[src/rtl/frame_bank_ctrl_if.sv]
// rtl/frame_bank_ctrl_if.sv - capture/display handshake bundle for the triple-buffer bank controller
interface frame_bank_ctrl_if #(
  parameter int CNT_W = 16
);
  logic             capture_en;
  logic             wr_frame_start;
  logic             wr_frame_end;
  logic             rd_frame_start;
  logic [1:0]       wr_bank;
  logic [1:0]       rd_bank;
  logic             wr_en;
  logic             rd_valid;
  logic             frame_ready;
  logic [CNT_W-1:0] frames_written;
  logic [CNT_W-1:0] frames_dropped;

  // Source side: camera/HDMI timing plus control, observes bank state
  modport master (
    output capture_en, wr_frame_start, wr_frame_end, rd_frame_start,
    input  wr_bank, rd_bank, wr_en, rd_valid, frame_ready,
           frames_written, frames_dropped
  );

  // Controller side
  modport slave (
    input  capture_en, wr_frame_start, wr_frame_end, rd_frame_start,
    output wr_bank, rd_bank, wr_en, rd_valid, frame_ready,
           frames_written, frames_dropped
  );
endinterface

[src/rtl/frame_bank_ctrl.sv]
// rtl/frame_bank_ctrl.sv - triple-buffer bank arbitration between camera writer and HDMI reader
module frame_bank_ctrl #(
  parameter int CNT_W = 16
) (
  input  logic             pixel_clk,
  input  logic             rst,
  frame_bank_ctrl_if.slave bus
);

  typedef enum logic [1:0] {IDLE, ARMED, CAPTURE} state_t;

  localparam logic [CNT_W-1:0] CNT_MAX = {CNT_W{1'b1}};

  state_t           state_q, state_d;
  logic [1:0]       wr_bank_q, wr_bank_d;
  logic [1:0]       rd_bank_q, rd_bank_d;
  logic [1:0]       spare_bank_q, spare_bank_d;
  logic             wr_en_q, wr_en_d;
  logic             rd_valid_q, rd_valid_d;
  logic             frame_ready_q, frame_ready_d;
  logic [CNT_W-1:0] frames_written_q, frames_written_d;
  logic [CNT_W-1:0] frames_dropped_q, frames_dropped_d;

  logic commit;
  logic rd_take;

  // A frame that completes in the same cycle the reader asks for one is handed
  // straight to the reader, so a pending frame is not required for that case.
  always_comb begin
    commit  = (state_q == CAPTURE) && bus.wr_frame_end;
    rd_take = bus.rd_frame_start && (frame_ready_q || commit);
  end

  // Next-state, bank rotation and statistics
  always_comb begin
    state_d          = state_q;
    wr_bank_d        = wr_bank_q;
    rd_bank_d        = rd_bank_q;
    spare_bank_d     = spare_bank_q;
    rd_valid_d       = rd_valid_q;
    frame_ready_d    = frame_ready_q;
    frames_written_d = frames_written_q;
    frames_dropped_d = frames_dropped_q;

    unique case (state_q)
      IDLE: begin
        if (bus.capture_en) state_d = ARMED;
      end
      ARMED: begin
        if (bus.wr_frame_start)   state_d = CAPTURE;
        else if (!bus.capture_en) state_d = IDLE;
      end
      CAPTURE: begin
        // Without an end pulse a start pulse just restarts the frame in place.
        // capture_en only matters once the current frame has committed.
        if (bus.wr_frame_end) begin
          if (!bus.capture_en)         state_d = IDLE;
          else if (bus.wr_frame_start) state_d = CAPTURE;
          else                         state_d = ARMED;
        end
      end
      default: state_d = IDLE;
    endcase

    if (commit && rd_take) begin
      // Fresh frame goes directly to display; old display bank becomes spare.
      rd_bank_d     = wr_bank_q;
      wr_bank_d     = spare_bank_q;
      spare_bank_d  = rd_bank_q;
      frame_ready_d = 1'b0;
    end else if (commit) begin
      wr_bank_d     = spare_bank_q;
      spare_bank_d  = wr_bank_q;
      frame_ready_d = 1'b1;
      if (frame_ready_q && frames_dropped_q != CNT_MAX)
        frames_dropped_d = frames_dropped_q + CNT_W'(1);
    end else if (rd_take) begin
      rd_bank_d     = spare_bank_q;
      spare_bank_d  = rd_bank_q;
      frame_ready_d = 1'b0;
    end

    if (rd_take) rd_valid_d = 1'b1;

    if (commit && frames_written_q != CNT_MAX)
      frames_written_d = frames_written_q + CNT_W'(1);

    wr_en_d = (state_d == CAPTURE);
  end

  // State and output registers; reset overrides every input
  always_ff @(posedge pixel_clk) begin
    if (rst) begin
      state_q          <= IDLE;
      wr_bank_q        <= 2'd0;
      rd_bank_q        <= 2'd1;
      spare_bank_q     <= 2'd2;
      wr_en_q          <= 1'b0;
      rd_valid_q       <= 1'b0;
      frame_ready_q    <= 1'b0;
      frames_written_q <= '0;
      frames_dropped_q <= '0;
    end else begin
      state_q          <= state_d;
      wr_bank_q        <= wr_bank_d;
      rd_bank_q        <= rd_bank_d;
      spare_bank_q     <= spare_bank_d;
      wr_en_q          <= wr_en_d;
      rd_valid_q       <= rd_valid_d;
      frame_ready_q    <= frame_ready_d;
      frames_written_q <= frames_written_d;
      frames_dropped_q <= frames_dropped_d;
    end
  end

  // Drive the bundle from registered state only
  always_comb begin
    bus.wr_bank        = wr_bank_q;
    bus.rd_bank        = rd_bank_q;
    bus.wr_en          = wr_en_q;
    bus.rd_valid       = rd_valid_q;
    bus.frame_ready    = frame_ready_q;
    bus.frames_written = frames_written_q;
    bus.frames_dropped = frames_dropped_q;
  end

endmodule

[src/flat_wrapper.sv]
// flat-port wrapper written by rule: the top's interface ports become plain ports
module frame_bank_ctrl_flat 
#(
  parameter int CNT_W = 16
)
  (pixel_clk, rst, bus_capture_en, bus_wr_frame_start, bus_wr_frame_end, bus_rd_frame_start, bus_wr_bank, bus_rd_bank, bus_wr_en, bus_rd_valid, bus_frame_ready, bus_frames_written, bus_frames_dropped);
  frame_bank_ctrl_if #(.CNT_W(CNT_W)) bus_i ();
  input  logic pixel_clk;
  input  logic rst;
  input wire logic [$bits(bus_i.capture_en)-1:0] bus_capture_en;
  input wire logic [$bits(bus_i.wr_frame_start)-1:0] bus_wr_frame_start;
  input wire logic [$bits(bus_i.wr_frame_end)-1:0] bus_wr_frame_end;
  input wire logic [$bits(bus_i.rd_frame_start)-1:0] bus_rd_frame_start;
  output wire logic [$bits(bus_i.wr_bank)-1:0] bus_wr_bank;
  output wire logic [$bits(bus_i.rd_bank)-1:0] bus_rd_bank;
  output wire logic [$bits(bus_i.wr_en)-1:0] bus_wr_en;
  output wire logic [$bits(bus_i.rd_valid)-1:0] bus_rd_valid;
  output wire logic [$bits(bus_i.frame_ready)-1:0] bus_frame_ready;
  output wire logic [$bits(bus_i.frames_written)-1:0] bus_frames_written;
  output wire logic [$bits(bus_i.frames_dropped)-1:0] bus_frames_dropped;
  assign bus_i.capture_en = bus_capture_en;
  assign bus_i.wr_frame_start = bus_wr_frame_start;
  assign bus_i.wr_frame_end = bus_wr_frame_end;
  assign bus_i.rd_frame_start = bus_rd_frame_start;
  assign bus_wr_bank = bus_i.wr_bank;
  assign bus_rd_bank = bus_i.rd_bank;
  assign bus_wr_en = bus_i.wr_en;
  assign bus_rd_valid = bus_i.rd_valid;
  assign bus_frame_ready = bus_i.frame_ready;
  assign bus_frames_written = bus_i.frames_written;
  assign bus_frames_dropped = bus_i.frames_dropped;
  frame_bank_ctrl #(.CNT_W(CNT_W)) u_core (.pixel_clk(pixel_clk), .rst(rst), .bus(bus_i));
endmodule
[config.mk]
export PLATFORM = sky130hd
export DESIGN_NAME = frame_bank_ctrl_flat
export DESIGN_NICKNAME = d
export VERILOG_FILES = /design/src/rtl/frame_bank_ctrl_if.sv /design/src/rtl/frame_bank_ctrl.sv /design/src/flat_wrapper.sv
export SDC_FILE = /design/constraint.sdc
export NUM_CORES = 1
export LEC_CHECK = 0
export ABC_CLOCK_PERIOD_IN_PS = 2400
export CAP_MARGIN = 25
export CORE_UTILIZATION = 50
export CTS_CLUSTER_DIAMETER = 50
export DETAILED_ROUTE_END_ITERATION = 10
export HOLD_SLACK_MARGIN = 0.08
export PLACE_DENSITY_LB_ADDON = 0.12
export SYNTH_ARGS = -nofsm -noshare
export SYNTH_HDL_FRONTEND = slang
export SYNTH_SLANG_ARGS = --single-unit
[constraint.sdc]
create_clock -name pixel_clk -period 2.4 [get_ports pixel_clk]
set_input_delay 0.48 -clock pixel_clk [delete_from_list [all_inputs] [get_ports pixel_clk]]
set_output_delay 0.48 -clock pixel_clk [all_outputs]
set_load 0.01 [all_outputs]
==> out/summary.log <==
qor: timing.min_period 2.120 ns
qor: die.floorplan.core_area 3771 um2
qor: timing.worst_slew_margin_rel 53.09%
qor: setup_path.end_kind flip-flop
qor: timing.slew_violations 0
qor: setup_path.cp_cell_sequence clkdlybuf4s50_1 > and3b_1 > nand2_1 > nor4_1 > mux2_2
qor: die.total_die_area 4336 um2
qor: yosys.syn_area 2038 um2
qor: power_and_ir_drop.power.density_cell_area 478.9 nW/um2
qor: timing.setup_violations 0
qor: detailed_routing.vias 2034
qor: timing.rsz0062_at_grt false
qor: worst_hold_path.min-delay-path-class reg -> reg
qor: detailed_routing.ant_nets 0
qor: detailed_routing.drt_wl_total 4470 um
qor: timing.hold_viol 0
qor: yosys.synth_fp_nets 251
qor: detailed_routing.drt_pass1_iterations 4
qor: final_layout.final_layout_size_suffix_gt1_share 7.167%
qor: yosys.synthDistinctLibCells 34
qor: final_layout.final_cell_area 2664 um2
qor: setup_path.startpoint_kind_of_the_worst_setup_timing_path input port
qor: yosys.synth_area_leader_cell dfxtp_1
qor: power_and_ir_drop.power 1276 uW
qor: cts.cts_tree done
qor: setup_path.cp.buffers_inverters 1
qor: die.dieWidth 65.85 um
qor: place.buffer_ports.inserted 44
qor: yosys.syn_avg_cell_area 8.388 um2
qor: cts.clock_root_buffer clkbuf_8
qor: yosys.synth.top_cell.area_share 42.23%
qor: detailed_routing.post-route-drc-count 0
qor: final_layout.final_net_count 300
qor: place.preCtsSetupSlack -0.04187 ns
qor: setup_path.critical-path-top-delay-family simple AND/OR/NAND/NOR gates
qor: power_and_ir_drop.worst_ir_drop_vdd 0.0003737 V
qor: grt.grt_antenna_before_repair 0
qor: setup_path.critPathArrivalTime 2.31 ns
qor: timing.post_route_clock_skew 0.005690 ns
qor: setup_path.slowest_stage clkdlybuf4s50_1
qor: timing.fmaxAchievable 0.4717 GHz
qor: setup_path.cpPeakStageDelay 0.51 ns
qor: yosys.netlist_instances 243
qor: flow_run.maxCapViolations 0
qor: timing.worst-slew-pin-transition 0.6983 ns
qor: timing.setup_slack 0.2798 ns
qor: detailed_routing.routedWlPerCell 13.11 um
qor: detailed_routing.viasPerCell 5.965
qor: yosys.ys_ff_latch 43
qor: place.place_hpwl 3126 um
qor: setup_path.worstPathRequired 2.59 ns
qor: outcome.outcome complete, no violations
qor: yosys.count_of_synthesis_stage_warnings_from_yosys 0
qor: die.boundary_pins 45
qor: cts.clkTransAtPathRegs 0.08 ns
qor: cts.cts_hold_repair.buffers 0
qor: die.placement_rows 22
qor: yosys.ys_top_cells_by_area dfxtp_1, a21oi_1, or4_1
qor: cts.cts_bufs_inserted 5
qor: final_layout.nFillCells 336
qor: grt.grt_start_max_net_pins 18
qor: timing.final_cycle_share 88.34%
qor: cts.htreeDepth 2
qor: final_layout.post_synthesis_to_final_layout_area_growth 30.69%
qor: setup_path.worstPathMaxFanout 13
qor: cts.post_cts_resized 0
qor: cts.clock_sinks 43
qor: place.dpl_cell_area 2564 um2
qor: final_layout.diodes 0
qor: grt.groute.usage.overall 22.77%
qor: setup_path.critical_path_class in -> reg
qor: die.start_util 54.05%
qor: power_and_ir_drop.power.leakage 0.0008065 uW
qor: die.floorplan.die.height 65.85 um
qor: yosys.synth_seq_area_share 42.23%
qor: final_layout.finish.utilization 70.64%
qor: cts.clk-insertion-delay-late 0.29 ns
qor: cts.max-clock-path-buffers 2
qor: grt.wire_length_of_the_first_global_routing_pass 7665 um
qor: grt.grt.overflow.total 0
qor: cts.cts_setup_buffers 0
qor: grt.grt_pass1_vias 1750
qor: place.final_gp_congestion 0.7841
qor: detailed_routing.count_of_routing_violations_after_the_opening_detailed_route_iteration 107
qor: timing.timing.setup.tns 0 ns
power breakdown:
| group | switching, uW | internal, uW |
|---|---|---|
| clock | 235 | 263 |
| sequential | 5.40 | 719 |
| combinational | 27.9 | 25.4 |
| total | 269 | 1010 |
cells by family (layout without fill, tap and decap cells):
family / Yosys count / count (layout) / synth area share (%)
simple gates: 104 / 104 / 29.89
compound gates: 75 / 75 / 22.16
flops: 43 / 43 / 42.23
buf+inv: 17 / 67 / 3.376
fa+ha+maj: 2 / 2 / 1.228
mux: 2 / 2 / 1.105
placed cells by master, fill, tap and decap left out, types with 2 or more instances in the layout:
cell	instances
dfxtp_1	43
mux2_2	2
nand3b_1	3
nand4_1	10
clkdlybuf4s50_1	44
o21ai_0	11
a21oi_1	37
and4_1	5
o31ai_1	17
buf_4	10
clkbuf_8	7
o211ai_1	2
or4_1	18
nor3b_1	2
o41ai_1	2
and3_1	2
a311oi_1	2
ha_1	2
nor3_1	7
nor2b_1	3
nor4_1	2
nor2_1	13
nand3_1	8
nand2_1	18
or3_1	9
inv_1	5
worst paths after layout:
kind	startpoint	to	slack [ns]	cells past startpoint
hold / removal	u_core.spare_bank_q[1]	u_core.bus.wr_bank[1]	0.46	2
hold reg to reg	u_core.spare_bank_q[1]	u_core.bus.wr_bank[1]	0.46	2
setup / recovery	bus_wr_frame_end	u_core.bus.frames_dropped[6]	0.28	5
setup reg to reg	u_core.bus.frames_written[0]	u_core.bus.frames_written[10]	0.38	5
sequential cells by signal (all words and copies together), names as in the netlist, 2 cells and up:
register                   flops
u_core.spare_bank_q            2
u_core.bus.frames_written     16
u_core.bus.wr_bank             2
u_core.bus.frames_dropped     16
u_core.state_q                 2
u_core.bus.rd_bank             2
stage by stage:
step	cells	hold slack (ns)
after floorplan	243	0.4321
after global placement	333	0.4400
after detailed placement	333	0.4576
after CTS	341	0.4638
after global routing	341	0.4702
final	341	0.4568
metal layers:
layer  global-route usage, %  up-vias  share of wire (%)
li1                        -     1043                  -
met1                   30.79      940                 51
met2                   34.31       44                 43
met3                   4.310        7                4.5
met4                   11.41        0                1.7
met5                       0        -                  0
Yosys cell counts:
| library cell | n |
|---|---|
| a2111oi_0 | 1 |
| a211o_1 | 1 |
| a21oi_1 | 37 |
| a311oi_1 | 2 |
| a41oi_1 | 1 |
| and3_1 | 2 |
| and3b_1 | 1 |
| and4_1 | 5 |
| buf_2 | 3 |
| clkbuf_1 | 8 |
| clkbuf_2 | 1 |
| dfxtp_1 | 43 |
| ha_1 | 2 |
| inv_1 | 5 |
| mux2_2 | 2 |
| nand2_1 | 18 |
| nand2b_1 | 1 |
| nand3_1 | 8 |
| nand3b_1 | 3 |
| nand4_1 | 10 |
| nor2_1 | 13 |
| nor2b_1 | 3 |
| nor3_1 | 7 |
| nor3b_1 | 2 |
| nor4_1 | 2 |
| nor4b_2 | 1 |
| o211ai_1 | 2 |
| o21a_1 | 1 |
| o21ai_0 | 11 |
| o31ai_1 | 17 |
| o41ai_1 | 2 |
| or3_1 | 9 |
| or3b_2 | 1 |
| or4_1 | 18 |
area by class of cell:
cell class | instances | area [um2] | share of cell area, %
well taps | 48 | 60.06 | 2.255
repair buffers | 54 | 515.5 | 19.35
clock buffers | 8 | 100.1 | 3.758
flip-flops and latches | 43 | 860.8 | 32.32
multi-input cells | 183 | 1109 | 41.62
inverters | 5 | 18.77 | 0.7046
worst reg2reg max path: stages, from the launching register on:
cell	delay, ns
dfxtp_1	0.42
ha_1	0.23
nand4_1	0.23
or3_1	0.51
or4_1	0.43
a21oi_1	0.14
Power figures use the tool's default switching activity.
==> variant 1, RTL diff (same settings) <==
`CNT_W` is set to 16 in 3 places; all go to 32.
--- a/src/rtl/frame_bank_ctrl_if.sv
+++ b/src/rtl/frame_bank_ctrl_if.sv
@@ -1,5 +1,5 @@
 // rtl/frame_bank_ctrl_if.sv - capture/display handshake bundle for the triple-buffer bank controller
 interface frame_bank_ctrl_if #(
-  parameter int CNT_W = 16
+  parameter int CNT_W = 32
 );
   logic             capture_en;
--- a/src/rtl/frame_bank_ctrl.sv
+++ b/src/rtl/frame_bank_ctrl.sv
@@ -1,5 +1,5 @@
 // rtl/frame_bank_ctrl.sv - triple-buffer bank arbitration between camera writer and HDMI reader
 module frame_bank_ctrl #(
-  parameter int CNT_W = 16
+  parameter int CNT_W = 32
 ) (
   input  logic             pixel_clk,
--- a/src/flat_wrapper.sv
+++ b/src/flat_wrapper.sv
@@ -2,5 +2,5 @@
 module frame_bank_ctrl_flat 
 #(
-  parameter int CNT_W = 16
+  parameter int CNT_W = 32
 )
   (pixel_clk, rst, bus_capture_en, bus_wr_frame_start, bus_wr_frame_end, bus_rd_frame_start, bus_wr_bank, bus_rd_bank, bus_wr_en, bus_rd_valid, bus_frame_ready, bus_frames_written, bus_frames_dropped);
Ports: changed (resized bus_frames_dropped and bus_frames_written); port bits go from 45 to 77. The function was not compared with the original's and may differ.
==> variant 1 against the original RTL <==
- sequential share of layout area fell by 2.3 points
- critical path depth rose by 1
- power rose by 74%
- utilization fell by 1.6 points
- register-to-register slack got worse by 0.15 ns
- sequential power rose by 74%
- area after synthesis rose by 84%
- largest power group unchanged
- critical path type unchanged
- sequential cell count rose by 32
- synthesized cell count rose by 85%
- combinational power rose by 32%
- cell area rose by 88%
- setup slack got worse by 0.16 ns
- routed wire length rose by 110%
==> variant 1: results <==
cells_and_area:
  final_nets: 559
  num_antenna_cells: 0
  fillers: 620
  layout-drive-gt1-share_pct: 11.71
min_path:
  min_path_type: "register to register"
place:
  place_hpwl_microns: 6650
  io_buffers: 76
  gp_congestion: 0.8940
clock_tree:
  clkSlewWorstSetupHoldPaths_ns: 0.07
  clockBufferDepth: 2
  hold_buffers: 0
  root_buffer: "clkbuf_8"
  h-tree-depth: 3
  insertion_delay_ns: 0.34
  cts_buffers: 9
synth:
  synthTopCellsByArea: "dfxtp_1, a21oi_1, o31ai_1"
  synth_seq_area_share_pct: 40.01
  synth.distinct_cells: 47
  synth_edf_count: 0
  syn_nets: 458
  synth_commonest_cells: "dfxtp_1, a21oi_1, nand2_1"
  ys_warn_count: 0
  ys_async_sr_fraction_pct: 0
pwr:
  max-vdd-ir-drop_v: 0.0002555
  p_leak_nw: 1.614
run_status:
  status: "finished clean"
global_route:
  grt_pass1_wl_microns: 15140
  track_usage_pct: 24.46
  first_global_vias: 3448
  antenna_found_initial: 0
  grt_max_degree: 33
detailed_routing:
  vias: 3805
  first_pass_iters: 4
  drtIter0Drc: 150
  wire_per_inst_microns: 14.17
setup_path:
  cpPeakStageDelay_ns: 0.62
  rrSetupSlack_ns: 0.23
  crit_fanout: 11
  slowest_stage: "or4_4"
timing:
  hold_ws_ns: 0.4595
  skew_ns: 0.005114
  tightest_slew_ns: 0.5783
variant 1: cell count changes after synthesis, sizes merged, moves of 13 or more:
cell / change
o21ai: +13
or3: +16
nand2: +15
dfxtp: +32
a21oi: +18
nor2: +17
nand3: +20
variant 1: final timing paths:
path | from | end | cells past startpoint
setup / recovery | bus_wr_frame_end | u_core.bus.frames_written[25] | 6
hold / removal | u_core.spare_bank_q[1] | u_core.bus.wr_bank[1] | 2
setup reg to reg | u_core.bus.frames_written[9] | u_core.bus.frames_written[25] | 5
hold reg to reg | u_core.spare_bank_q[1] | u_core.bus.wr_bank[1] | 2
variant 1: kinds of logic after synthesis:
logic type	Yosys count	synth area share [%]
buffers and inverters	28	3.301
xor gates and xnor gates	9	2.101
muxes	9	2.668
DFF	75	40.01
adders and majority gates	2	0.6668
AOI/OAI and AO/OA	118	18.84
and+or+nand+nor	209	32.41
variant 1: cell type report:
type	instances	area share, %
Inverter	8	0.5997
Multi-Input combinational cell	347	42.93
Sequential cell	75	29.99
Tap cell	99	2.474
Timing Repair Buffer	110	20.44
Clock inverter	2	0.1999
Clock buffer	13	3.373
variant 1: report_power, final:
part | internal (W) | total, W | switching [W]
Sequential | 0.00125 | 0.00126 | 0.00000657
Clock | 0.000452 | 0.000898 | 0.000446
Combinational | 0.0000296 | 0.0000706 | 0.0000409
variant 1: timing repair:
item	4_1_cts	5_1_grt
resized for setup	0	3
setup endpoints to repair	0	3
buffers inserted	0	1
variant 1: layer usage:
layer | up-vias | global-route usage [%] | routed length (microns)
met4 | 0 | 11.29 | 183
met1 | 1793 | 29.31 | 4095
li1 | 1908 | - | -
met5 | - | 0 | 0
met2 | 87 | 42.24 | 4560
met3 | 17 | 4.851 | 425
variant 1: critical path: cells and delay by family:
family,cells,cell delay (ns)
AND/OR/NAND/NOR,4,1.44
buffers and inverters,1,0.47
AO/OA/AOI/OAI,1,0.16
variant 1: metrics by stage:
stage | instance area (sq um) | instances | setup WS, ns
after floorplan | 3752 | 450 | 0.2188
after global placement | 4806 | 638 | -0.1780
after detailed placement | 4806 | 638 | -0.2238
after CTS | 4985 | 653 | 0.09337
after global routing | 5007 | 654 | 0.008691
final | 5007 | 654 | 0.1195
==> variant 2, RTL diff (config.mk and constraints unchanged) <==
Made on the original files. Reset style: asynchronous (`rst`), changed in one clocked block.
--- a/src/rtl/frame_bank_ctrl.sv
+++ b/src/rtl/frame_bank_ctrl.sv
@@ -90,5 +90,5 @@
 
   // State and output registers; reset overrides every input
-  always_ff @(posedge pixel_clk) begin
+  always_ff @(posedge pixel_clk or posedge rst) begin
     if (rst) begin
       state_q          <= IDLE;
Behaviour: differs if rst is asserted again (counterexample within 4 cycles, from zero or initial values and one cycle with rst high); with rst held inactive, the same outputs for 10 cycles.
==> variant 2 against the original RTL <==
- hold slack better by 0.014 ns
- sequential cell count is the same
- routed wire length fell by 0.18%
- via count down 16%
- area after synthesis up 5.9%
- setup slack better by 0.20 ns
- synthesized cell count fell by 16%
- cell area grew 5.9%
- critical endpoint is now u_core.bus.frames_written[13]
Power is not compared: it rests on default switching activity, and its combinational part moved more than twofold at a synthesized area within 25%.
==> variant 2: results <==
global_route:
  met1_usage_pct: 29.23
  first_global_vias: 1604
  grtUsageMet2_pct: 34.78
  grt_pass1_wl_microns: 7438
  track_usage_pct: 22.01
  grt_max_degree: 32
cells_and_area:
  layout-drive-gt1-share_pct: 10.55
  nNonClkInverters: 6
  regArea_sq_um: 1079
  clkbuf_count: 6
  clock_area_share_pct: 4.701
  multi_input_gates: 151
  multi_input_area_share_pct: 36.94
  multi_input_area_sq_um: 1042
  nNonClkBuffers: 48
  layoutNonFillerInstCount: 306
  buf_share_pct: 17.12
  final_nets: 263
  fillers: 330
place:
  place_hpwl_microns: 3222
  placed_area_sq_um: 2689
  gp_congestion: 0.7870
  dp.cells: 298
min_path:
  hp-start: "u_core.bus.rd_valid"
  hold_depth: 1
  min_to: "u_core.bus.rd_valid"
synth:
  synth_compound_area_share_pct: 5.217
  syn_avg_cell_area_sq_um: 10.63
  syn_nets: 211
  synth_xor_area_share_pct: 9.739
  yosys.area_share.adder_pct: 1.159
  synth.distinct_cells: 46
  ys_async_sr_fraction_pct: 100.0
  synth_commonest_cells: "dfrtp_1, nand2_1, xor2_1"
  synthTopCellsByArea: "dfrtp_1, xor2_1, nand2_1"
  synth_seq_area_share_pct: 49.97
timing:
  skew_ns: 0.007583
  tightest_slew_ns: 0.5543
detailed_routing:
  wl_met2_microns: 1987
  first_pass_iters: 5
  vias: 1701
  drtIter0Drc: 116
  wire_per_inst_microns: 14.58
  met3_length_microns: 186
setup_path:
  endpoint: "u_core.bus.frames_written[13]"
  r2r_start: "u_core.bus.frames_written[1]"
  reg2regPathDepth: 5
  worstReg2RegEnd: "u_core.bus.frames_written[12]"
  arrival_ns: 2.11
  crit_fanout: 6
  rrSetupSlack_ns: 0.69
  cpPeakStageDelay_ns: 0.57
run_status:
  status: "finished clean"
clock_tree:
  cts_setup_buffers: 0
-- variant 2: changes by cell type after synthesis, moves of 3 or more --
cell      before  now
nor4_1         2    8
or3_1          9    1
nor3_1         7   10
o21ai_0       11    4
or4_1         18    1
o31ai_1       17    1
xor2_1         0   21
clkbuf_1       8    0
a21oi_1       37    2
dfxtp_1       43    0
nand2_1       18   24
dfrtp_1        0   41
xnor2_1        0    3
-- variant 2: critical path, delay by kind of cell --
family	cells	cell delay (ns)
buffers and inverters	1	0.57
multiplexers	1	0.37
AND/OR/NAND/NOR	3	0.69
-- variant 2: per-stage QoR --
step	power [W]	hold slack (ns)	utilization, %	setup WS [ns]
floorplan	0.001023	0.4758	-	0.7777
global placement	0.001187	0.4503	65.80	0.2551
detailed placement	0.001197	0.4572	65.80	0.2061
CTS	0.001865	0.4776	69.04	0.5109
global route	0.001938	0.5174	69.04	0.3836
finish	0.001848	0.4709	69.04	0.4819
